## src/rtl/muxsplit_bbm_seq.sv

```systemverilog
// Break-before-make sequencer for the analog mux/split switch bank.
// It opens the switches that are leaving, waits a dead time, then closes the new ones.
module muxsplit_bbm_seq #(
  parameter int N      = 24,
  parameter int DEAD_W = 8
) (
  input  logic              clk,
  input  logic              rst_n,
  input  logic              req_valid,
  input  logic [N-1:0]      req_sw,
  output logic              req_ready,
  input  logic [DEAD_W-1:0] dead_cycles,
  input  logic              force_open,
  output logic [N-1:0]      sw_out,
  output logic              busy,
  output logic              done
);

  typedef enum logic {IDLE, DEAD} state_t;

  state_t              state_q, state_d;
  logic [N-1:0]        target_q, target_d;
  logic [N-1:0]        sw_d;
  logic [DEAD_W-1:0]   cnt_q, cnt_d;
  logic                done_d;
  logic                accept;
  logic [N-1:0]        close;

  assign req_ready = (state_q == IDLE) & ~force_open;
  assign busy      = (state_q == DEAD);
  assign accept    = req_valid & req_ready;
  assign close     = req_sw & ~sw_out;

  always_comb begin
    state_d  = state_q;
    cnt_d    = cnt_q;
    target_d = target_q;
    sw_d     = sw_out;
    done_d   = 1'b0;
    if (force_open) begin
      // Emergency open wins over everything; any pending target is abandoned.
      sw_d    = '0;
      state_d = IDLE;
      cnt_d   = '0;
    end else begin
      case (state_q)
        IDLE: begin
          if (accept) begin
            target_d = req_sw;
            if (close == '0) begin
              sw_d   = req_sw;
              done_d = 1'b1;
            end else begin
              // Break: drop removed switches, keep the common ones closed.
              sw_d    = sw_out & req_sw;
              cnt_d   = dead_cycles;
              state_d = DEAD;
            end
          end
        end
        DEAD: begin
          if (cnt_q != '0) begin
            cnt_d = cnt_q - 1'b1;
          end else begin
            sw_d    = target_q;
            done_d  = 1'b1;
            state_d = IDLE;
          end
        end
        default: state_d = IDLE;
      endcase
    end
  end

  always_ff @(posedge clk or negedge rst_n) begin
    if (!rst_n) begin
      state_q  <= IDLE;
      cnt_q    <= '0;
      target_q <= '0;
      sw_out   <= '0;
      done     <= 1'b0;
    end else begin
      state_q  <= state_d;
      cnt_q    <= cnt_d;
      target_q <= target_d;
      sw_out   <= sw_d;
      done     <= done_d;
    end
  end

endmodule
```

## config.mk

```make
export PLATFORM = sky130hd
export DESIGN_NAME = muxsplit_bbm_seq
export DESIGN_NICKNAME = d
export VERILOG_FILES = /design/src/rtl/muxsplit_bbm_seq.sv
export SDC_FILE = /design/constraint.sdc
export NUM_CORES = 1
export LEC_CHECK = 0
export CORE_MARGIN = 4
export CORE_UTILIZATION = 57
export DETAILED_ROUTE_END_ITERATION = 10
export PLACE_DENSITY = 0.86
export REMOVE_ABC_BUFFERS = 1
export SYNTH_ARGS = -nofsm -noshare
export SYNTH_HDL_FRONTEND = slang
export SYNTH_SLANG_ARGS = --single-unit
```

## constraint.sdc

```tcl
create_clock -name clk -period 5.9 [get_ports clk]
set_clock_uncertainty 0.1 [all_clocks]
set_input_delay 1.18 -clock clk [delete_from_list [all_inputs] [get_ports clk]]
set_output_delay 1.18 -clock clk [all_outputs]
set_load 0.005 [all_outputs]
```

After elaboration in Yosys (flattened, before gate mapping)
Cells that the tools add are included.

storage, ports and cells
  bits in registers = 58
  bits of input ports = 36
  output and inout port bits = 27

operators by class
  add/subtract/negate cells = 1
  equal/unequal tests = 4
  muxes and demuxes = 20
  bitwise gates (word level) = 7
  reductions and logical operators = 5

operator list
  kind                                                                      number
  24-bit two-way mux                                                        4
  24-bit AND                                                                2
  24-bit case mux with 2 select lines                                       1
  8-bit two-way mux                                                         4
  24-bit zero test                                                          1
  24-bit NOT                                                                1
  8-bit case mux with 2 select lines                                        1
  3-bit inequality test (second input constant)                             3
  1-bit two-way mux                                                         8
  8-bit nonzero test                                                        1
  8-bit by 1-bit subtractor with 8-bit output (second input constant)       1
  3-bit AND reduction                                                       2
  1-bit case mux with 2 select lines                                        2
  3-bit by 2-bit inequality test with 1-bit output (second input constant)  1
  1-bit AND                                                                 2
  1-bit NOT                                                                 2
  2-bit AND reduction                                                       1

Logic depth before layout (Yosys ltp)
Gate-level depths: netlist (run 1).

  word-level depth = 7
  gate-level depth with buffers = 8
  depth with buffers taken out = 7

Least setup slack after synthesis (run 1)
No wires, ideal clock.

  path type = input port to output port
  from = input port force_open
  to = output port req_ready
  data arrival time = 1,560 ps
  data required time = 4,620 ps
  setup slack = 3,060 ps
  stages on the path = 2
  buffers on the path = 1
  path through = clkbuf_1 > nor2_1

on the way
  word-level cells in the longest chain between the ends = 2

RTL lines
  what                        line  RTL
  from (decl)                 13    input logic force_open,
  1-bit NOT (no source line)  -
  1-bit AND                   29    assign req_ready = (state_q == IDLE) & ~force_open;
  to (decl)                   11    output logic req_ready,

Every way passes these cells.

Worst setup path after layout (run 1)
Ends and elaborated chain as after synthesis.

==> flow_metrics.env, run 1 <==
export IMPL_hp_class="reg2reg"
export IMPL_fin_crit_ps=3900
export IMPL_numClockSinks=58
export IMPL_worst_hold_slack_ps=434
export IMPL_synth_edf_count=0
export IMPL_crit_fanout=25
export IMPL_cts_setup_buffers=0
export IMPL_die_area_sq_mm=0.00742
export IMPL_drive_gt1_share_pct=19.7
export IMPL_worstPathCellList="clkdlybuf4s50_1 -> buf_4 -> nor2_1 -> clkdlybuf4s50_1"
export IMPL_diodes=0
export IMPL_fill_cells=429
export IMPL_post_route_util_pct=73.5
export IMPL_syn_area_sq_mm=0.00348
export IMPL_finalNetCount=423
export IMPL_cts_tree="done"
export IMPL_slowest_stage="clkdlybuf4s50_1"
export IMPL_dpl_hpwl_um=5520
export IMPL_root_buffer="clkbuf_8"
export IMPL_grt_ovfl_total=0
export IMPL_syn_avg_cell_area_sq_um=10.6
export IMPL_ant_nets=0
export IMPL_path_common_cell="clkdlybuf4s50_1"
export IMPL_grt_max_degree=59
export IMPL_via_per_inst=6.46
export IMPL_ys_flop_type="dfrtp_1"
export IMPL_ys_seq_elements=58
export IMPL_fin_tns_setup_ps=0
export IMPL_finalHoldViolCount=0
export IMPL_end_kind="output pin"
export IMPL_firstDrtPassIters=4
export IMPL_fin_ws_ps=2000
export IMPL_coreArea_sq_mm=0.00592
export IMPL_worst_pin_slew_ps=846
export IMPL_drc=0
export IMPL_clkLatencyLatePin_ps=340
export IMPL_relSlewSlack_pct=43.0
export IMPL_crit_type="in2out"
export IMPL_synth_xor_area_share_pct=0
export IMPL_die_w_um=86.2
export IMPL_ys_types=51
export IMPL_hp_start="target_q[16]$_DFFE_PN0P_"
export IMPL_yosys_area_share_adder_pct=0.719
export IMPL_grt_use_total_pct=24.5
export IMPL_multiInputGateArea_sq_mm=0.00184
export IMPL_synth_warnings=0
export IMPL_outcome="finished clean"
export IMPL_drv_slew=0
export IMPL_grt_pass1_wl_um=14400
export IMPL_cts_made_buffers=9
export IMPL_routed_wl_um=8700
export IMPL_total_power_mw=1.29
export IMPL_num_vias=3002
export IMPL_cts_hold_buffers_added=0
export IMPL_startpoint_type="primary input"
export IMPL_maxCapViolCount=0
export IMPL_fmax_mhz=256
export IMPL_finalCritPeriodShare_pct=66.2
export IMPL_mostFrequentLayoutCell="clkdlybuf4s50_1"
export IMPL_cts_path_max_buffers=2
export IMPL_slowest_delay_ps=550
export IMPL_syn_to_final_growth_pct=24.9
export IMPL_ir_drop_mv=0.232
export IMPL_synth_compound_area_share_pct=21.8
export IMPL_cp_required_ps=4620
export IMPL_initial_utilization_pct=58.8
export IMPL_yosysSeqAreaShare_pct=41.7
export IMPL_synth_top_family_by_area="compound AO/OA/AOI/OAI gates"
export IMPL_port_buffers=62
export IMPL_place_congestion=0.866
export IMPL_antenna_found_initial=0
export IMPL_muxShareOfSynthArea_pct=18.8
export IMPL_synthArstFlopShare_pct=100
export IMPL_leakagePower_nw=1.68
export IMPL_io_pins=63
export IMPL_synth_cells=328
export IMPL_detail_route_wl_per_cell_um=18.7
export IMPL_h_tree_depth=3
export IMPL_finalSetupViolCount=0
export IMPL_powerDensity_mw_per_mm2=296
export IMPL_rsz0062_at_grt="no"
export IMPL_dp_slack_ps=2000
export IMPL_drt_iter0_drc=203
export IMPL_final_cell_mix="61 x clkdlybuf4s50_1, 58 x dfrtp_1, 36 x mux2_2, 29 x nor2_1, 25 x mux2i_1"
export IMPL_rr_startpoint="busy$_DFF_PN0_"
export IMPL_die_y_um=86.2
export IMPL_yosys_area_share_simple_pct=11.4
export IMPL_rows=28
export IMPL_critPathLaunch="force_open"
export IMPL_path_clk_slew_ps=60
export IMPL_grt_pass1_vias=2988
export IMPL_cts_resized_gates=0
export IMPL_cp_data_arrival_time_ps=2620
export IMPL_seq_area_sq_mm=0.00145
## cell usage after synthesis, types with 2 or more instances
master / instances / area [sq um]
dfrtp_1: 58 / 1450
mux2_2: 36 / 405
nor2_1: 29 / 109
mux2i_1: 25 / 250
a221oi_1: 24 / 210
a21oi_1: 18 / 90.1
a211oi_1: 16 / 120
inv_1: 16 / 60.1
nor2b_1: 14 / 87.6
clkbuf_1: 11 / 41.3
buf_2: 9 / 45.0
nand2_1: 9 / 33.8
a22o_1: 5 / 43.8
a2111oi_2: 4 / 60.1
a31oi_1: 4 / 25.0
buf_4: 3 / 22.5
nand4_1: 3 / 18.8
nor3_1: 3 / 15.0
a311o_1: 2 / 20.0
and3_1: 2 / 12.5
ha_1: 2 / 25.0
inv_2: 2 / 7.51
nor4_1: 2 / 12.5
nor4b_2: 2 / 30.0
o2bb2ai_1: 2 / 17.5
o32ai_1: 2 / 17.5
## area by class of cell
class	count	area share, %
tap	75	2.16
clock buffer	10	3.16
timing repair buffer	70	15.5
inverter	19	1.64
multi-input combinational	227	42.3
sequential	58	33.4
clock inverter	6	1.84
## per-layer routing
layer  track usage [%]  vias to the layer above  wire, um
li1                  -                     1371         -
met1              33.4                     1500      3820
met2              38.3                      121      4110
met3              6.05                       10       676
met4              7.77                        0        89
met5                 0                        -         0
## report_power, final
group / switching (mW) / internal [mW] / leakage [nW]
clock: 0.165 / 0.246 / 0.116
combinational: 0.176 / 0.184 / 0.822
sequential: 0.0554 / 0.460 / 0.747
total: 0.396 / 0.890 / 1.68
## stage by stage
| step | std cells | instance area, sq um |
|---|---|---|
| detailed placement | 449 | 4130 |
| global placement | 449 | 4130 |
| floorplan | 304 | 3360 |
| finish | 465 | 4350 |
| global route | 465 | 4350 |
| CTS | 465 | 4350 |
## logic make-up (layout without fill, tap and decap cells)
logic type,count (synthesis),after routing
DFF,58,58
buffers and inverters,43,105
and+or+nand+nor,71,71
AOI/OAI and AO/OA,93,93
muxes,61,61
adders and majority gates,2,2
## sequential cells by signal (all words and copies together) (netlist names)
| register | flops |
|---|---|
| sw_out | 24 |
| target_q | 24 |
| cnt_q | 8 |
| busy | 1 |
| done | 1 |
## worst max-delay path, delay by kind of cell
family	cells	cell delay (ps)
buf+inv	3	1190
simple gates	1	250
## final timing paths
| check | to | slack [ps] | cells past startpoint |
|---|---|---|---|
| max | req_ready | 2000 | 4 |
| min | target_q[16]$_DFFE_PN0P_ | 430 | 1 |
| max reg2reg | sw_out[18]$_DFFE_PN0P_ | 3300 | 6 |
| min reg2reg | target_q[16]$_DFFE_PN0P_ | 430 | 1 |
| max in group asynchronous | target_q[22]$_DFFE_PN0P_ | 4310 | 2 |
| min in group asynchronous | sw_out[8]$_DFFE_PN0P_ | 860 | 2 |
(Power assumes the default switching activity.)
==> run 2, diff against run 1 <==
Settings changed: CORE_UTILIZATION 57 to 53, PLACE_DENSITY 0.86 to 0.81.
Clock period 5.9 ns to 3.9 ns, I/O delays scaled along.
==> run 2 against run 1 <==
Effect of this change:
- worst hold slack got worse by 36 ps
- global-route usage fell by 0.11 points
- sequential power rose by 53%
- critical path type is now in2reg
- worst setup slack got worse by 1100 ps
- critical endpoint is now sw_out[4]$_DFFE_PN0P_
- die area rose by 6.8%
- via count barely moved
- highest routed layer unchanged
- largest power group unchanged
- core utilization fell by 5.1 points
==> flow_metrics.env, run 2 (synthesized netlist as in run 1, its figures left out) <==
export IMPL_rows=29
export IMPL_cts_resized_gates=0
export IMPL_finalNetCount=429
export IMPL_die_y_um=89.1
export IMPL_dp_slack_ps=589
export IMPL_ir_drop_mv=0.247
export IMPL_cp_data_arrival_time_ps=3130
export IMPL_mostFrequentLayoutCell="clkdlybuf4s50_1"
export IMPL_post_route_util_pct=68.3
export IMPL_firstDrtPassIters=4
export IMPL_port_buffers=62
export IMPL_maxCapViolCount=0
export IMPL_ant_nets=0
export IMPL_end_kind="flop"
export IMPL_cp_top_family="simple AND/OR/NAND/NOR gates"
export IMPL_syn_to_final_growth_pct=24.6
export IMPL_clkLatencyLatePin_ps=340
export IMPL_reg_top3="sw_out x24, target_q x24, cnt_q x8"
export IMPL_total_power_mw=1.81
export IMPL_hp_class="in2async"
export IMPL_cp_depth=7
export IMPL_grt_ovfl_total=0
export IMPL_final_cell_mix="61 x clkdlybuf4s50_1, 58 x dfrtp_1, 36 x mux2_2, 29 x nor2_1, 25 x mux2i_1"
export IMPL_place_congestion=0.865
export IMPL_grt_pass1_wl_um=14800
export IMPL_cts_setup_buffers=0
export IMPL_rsz0062_at_grt="no"
export IMPL_root_buffer="clkbuf_8"
export IMPL_slowest_delay_ps=670
export IMPL_h_tree_depth=3
export IMPL_initial_utilization_pct=54.8
export IMPL_detail_route_wl_per_cell_um=19.3
export IMPL_cts_made_buffers=9
export IMPL_fin_ws_ps=906
export IMPL_routed_wl_um=9090
export IMPL_drive_gt1_share_pct=20.3
export IMPL_cp_required_ps=4040
export IMPL_r2r_cells=6
export IMPL_relSlewSlack_pct=40.7
export IMPL_crit_fanout=14
export IMPL_coreArea_sq_mm=0.00635
export IMPL_startpoint_type="primary input"
export IMPL_drv_slew=0
export IMPL_dpl_hpwl_um=6100
export IMPL_die_w_um=89.1
export IMPL_die_area_sq_mm=0.00793
export IMPL_rr_startpoint="sw_out[16]$_DFFE_PN0P_"
export IMPL_cts_hold_buffers_added=0
export IMPL_fin_crit_ps=2990
export IMPL_fin_tns_setup_ps=0
export IMPL_numClockSinks=58
export IMPL_slowest_stage="and4_1"
export IMPL_finalCritPeriodShare_pct=76.8
export IMPL_drt_iter0_drc=200
export IMPL_diodes=0
export IMPL_drc=0
export IMPL_leakagePower_nw=1.68
export IMPL_num_vias=3000
export IMPL_grt_pass1_vias=3047
export IMPL_worst_pin_slew_ps=881
export IMPL_setup_worst_path_end="sw_out[4]$_DFFE_PN0P_"
export IMPL_path_buf_inv=2
export IMPL_outcome="finished clean"
export IMPL_critPathLaunch="req_sw[12]"
export IMPL_powerDensity_mw_per_mm2=418
export IMPL_worstPathCellList="clkdlybuf4s50_1 -> nor2b_1 -> a2111oi_2 -> and4_1 -> buf_4 -> a221oi_1 -> a211oi_1"
export IMPL_io_pins=63
export IMPL_grt_max_degree=37
export IMPL_fmax_mhz=334
export IMPL_grt_use_total_pct=24.3
export IMPL_cts_path_max_buffers=2
export IMPL_path_clk_slew_ps=70
export IMPL_crit_type="in2reg"
export IMPL_antenna_found_initial=0
export IMPL_finalSetupViolCount=0
export IMPL_cts_tree="done"
export IMPL_rrSetupSlack_ps=1450
export IMPL_via_per_inst=6.37
export IMPL_r2r_end="sw_out[4]$_DFFE_PN0P_"
export IMPL_finalHoldViolCount=0
-- run 2: final cells by class --
type	count	area, sq um
Clock buffer	11	141
Clock inverter	3	17.5
Fill cell	476	2010
Inverter	19	71.3
Multi-Input combinational cell	227	1840
Sequential cell	58	1450
Tap cell	77	96.3
Timing Repair Buffer	76	721
-- run 2: power by group --
part / total (mW) / switching [mW] / internal [mW]
clock network: 0.477 / 0.239 / 0.238
logic: 0.546 / 0.264 / 0.282
registers: 0.790 / 0.0932 / 0.697
total: 1.81 / 0.596 / 1.22
-- run 2: per-layer routing --
| metal | share of wire, % | track usage [%] | vias to the layer above | wire length, um |
|---|---|---|---|---|
| li1 | - | - | 1378 | - |
| met1 | 43 | 34.0 | 1476 | 3930 |
| met2 | 49 | 38.6 | 134 | 4460 |
| met3 | 6.4 | 3.23 | 12 | 582 |
| met4 | 1.3 | 9.47 | 0 | 120 |
| met5 | 0 | 0 | - | 0 |
-- run 2: metrics by stage --
stage	std cells	hold WS, ps	instance area, sq um
after floorplan	304	384	3360
final	471	399	4340
after CTS	471	418	4340
after detailed placement	457	422	4180
after global placement	457	407	4180
after global routing	471	457	4340
-- run 2: worst min path at each step --
stage | from | endpoint | slack [ps] | cells past startpoint
floorplan | rst_n | busy$_DFF_PN0_ | 380 | 0
global placement | target_q[3]$_DFFE_PN0P_ | target_q[3]$_DFFE_PN0P_ | 410 | 1
detailed placement | target_q[3]$_DFFE_PN0P_ | target_q[3]$_DFFE_PN0P_ | 420 | 1
CTS | rst_n | sw_out[8]$_DFFE_PN0P_ | 420 | 1
global route | rst_n | sw_out[8]$_DFFE_PN0P_ | 460 | 1
finish | rst_n | sw_out[8]$_DFFE_PN0P_ | 400 | 1
-- run 2: worst reg2reg max path, stage by stage, from the launching register on --
cell and delay (ps):
dfrtp_1 390, inv_1 80, a2111oi_2 450, and4_1 670, buf_4 320, a221oi_1 110, a211oi_1 230
==> run 3, diff against run 2 <==
Settings changed: CORE_UTILIZATION 53 to 48, PLACE_DENSITY 0.81 to 0.77.
Clock period 3.9 ns to 2.7 ns, I/O delays scaled along.
==> run 3 against run 2 <==
Effect of this change:
- worst hold slack got worse by 260 ps
- sequential power increased by 43%
- total power increased by 51%
- register-to-register slack got worse by 1000 ps
- design area increased by 2.7%
- worst setup slack got worse by 630 ps
- first-iteration DRC count increased by 4.0%
- non-clock buffer count decreased by 1
==> flow_metrics.env, run 3 (synthesized netlist as in run 1, its figures left out) <==
export IMPL_powerDensity_mw_per_mm2=614
export IMPL_post_route_util_pct=64.5
export IMPL_cts_made_buffers=9
export IMPL_cp_data_arrival_time_ps=1790
export IMPL_coreArea_sq_mm=0.00691
export IMPL_leakagePower_nw=1.72
export IMPL_numClockSinks=58
export IMPL_diodes=0
export IMPL_reg_top3="sw_out x24, target_q x24, cnt_q x8"
export IMPL_dpl_hpwl_um=5900
export IMPL_io_pins=63
export IMPL_slowest_delay_ps=560
export IMPL_grt_pass1_wl_um=14700
export IMPL_path_buf_inv=2
export IMPL_drive_gt1_share_pct=20.5
export IMPL_port_buffers=62
export IMPL_path_clk_slew_ps=70
export IMPL_cts_path_max_buffers=2
export IMPL_mostFrequentLayoutCell="clkdlybuf4s50_1"
export IMPL_die_area_sq_mm=0.00868
export IMPL_worst_hold_slack_ps=138
export IMPL_path_common_cell="clkdlybuf4s50_1"
export IMPL_grt_max_degree=37
export IMPL_worstPathCellList="clkdlybuf4s50_1 -> nor2_1 -> clkdlybuf4s50_1"
export IMPL_cp_depth=3
export IMPL_cts_hold_buffers_added=0
export IMPL_finalNetCount=428
export IMPL_initial_utilization_pct=50.4
export IMPL_via_per_inst=6.03
export IMPL_finalHoldViolCount=0
export IMPL_crit_type="in2out"
export IMPL_rr_startpoint="cnt_q[0]$_DFFE_PN0P_"
export IMPL_finalCritPeriodShare_pct=89.9
export IMPL_num_vias=2962
export IMPL_startpoint_type="primary input"
export IMPL_rsz0062_at_grt="no"
export IMPL_critPathLaunch="force_open"
export IMPL_ir_drop_mv=0.319
export IMPL_worst_pin_slew_ps=859
export IMPL_antenna_found_initial=0
export IMPL_syn_to_final_growth_pct=27.9
export IMPL_grt_use_total_pct=21.4
export IMPL_slowest_stage="clkdlybuf4s50_1"
export IMPL_h_tree_depth=3
export IMPL_drc=0
export IMPL_die_w_um=93.2
export IMPL_grt_pass1_vias=2912
export IMPL_cts_resized_gates=0
export IMPL_outcome="finished clean"
export IMPL_end_kind="output pin"
export IMPL_cp_top_family="buffers and inverters"
export IMPL_finalSetupViolCount=0
export IMPL_die_y_um=93.2
export IMPL_drt_iter0_drc=208
export IMPL_routed_wl_um=8860
export IMPL_root_buffer="clkbuf_8"
export IMPL_place_congestion=0.797
export IMPL_cts_tree="done"
export IMPL_drv_slew=0
export IMPL_r2r_cells=6
export IMPL_clkLatencyLatePin_ps=340
export IMPL_rrSetupSlack_ps=410
export IMPL_ant_nets=0
export IMPL_rows=30
export IMPL_grt_ovfl_total=0
export IMPL_cts_setup_buffers=0
export IMPL_fmax_mhz=412
export IMPL_crit_fanout=4
export IMPL_firstDrtPassIters=4
export IMPL_final_cell_mix="61 x clkdlybuf4s50_1, 58 x dfrtp_1, 36 x mux2_2, 29 x nor2_1, 25 x mux2i_1"
export IMPL_hp_class="in2async"
export IMPL_relSlewSlack_pct=42.2
export IMPL_detail_route_wl_per_cell_um=18.0
export IMPL_maxCapViolCount=0
export IMPL_cp_required_ps=2060
export IMPL_fin_crit_ps=2430
[run 3: per-layer routing]
layer	global-route usage, %	vias up	routed length (um)
met2	34.1	102	4310
met1	29.0	1472	3920
li1	-	1378	-
met4	6.11	0	90
met3	5.23	10	544
met5	0	-	0
[run 3: power breakdown]
part / switching [mW] / internal (mW) / leakage (nW)
sequential: 0.123 / 1.01 / 0.747
combinational: 0.388 / 0.417 / 0.868
clock: 0.350 / 0.448 / 0.103
total: 0.861 / 1.87 / 1.72
[run 3: stage by stage]
| stage | instance area, sq um | setup slack [ps] | cells | total power, mW | setup TNS (ps) |
|---|---|---|---|---|---|
| detailed placement | 4260 | 26.0 | 475 | 1.94 | 0 |
| CTS | 4450 | 277 | 491 | 2.75 | 0 |
| finish | 4450 | 273 | 491 | 2.73 | 0 |
| floorplan | 3360 | -246 | 304 | 1.65 | -5650 |
| global placement | 4260 | 44.7 | 475 | 1.91 | 0 |
| global route | 4450 | 202 | 491 | 2.88 | 0 |
[run 3: path summary, 6_finish.rpt]
check,to
max reg2reg,cnt_q[2]$_DFFE_PN0P_
min,cnt_q[3]$_DFFE_PN0P_
min in group clk,target_q[18]$_DFFE_PN0P_
max in group asynchronous,sw_out[7]$_DFFE_PN0P_
max,req_ready
min reg2reg,target_q[18]$_DFFE_PN0P_
[run 3: layout make-up]
class	instances	area [sq um]
flip-flops and latches	58	1450
well taps	96	120
fillers	577	2450
clock inverters	5	53.8
repair buffers	75	776
multi-input cells	227	1840
inverters	19	71.3
clock buffers	11	141
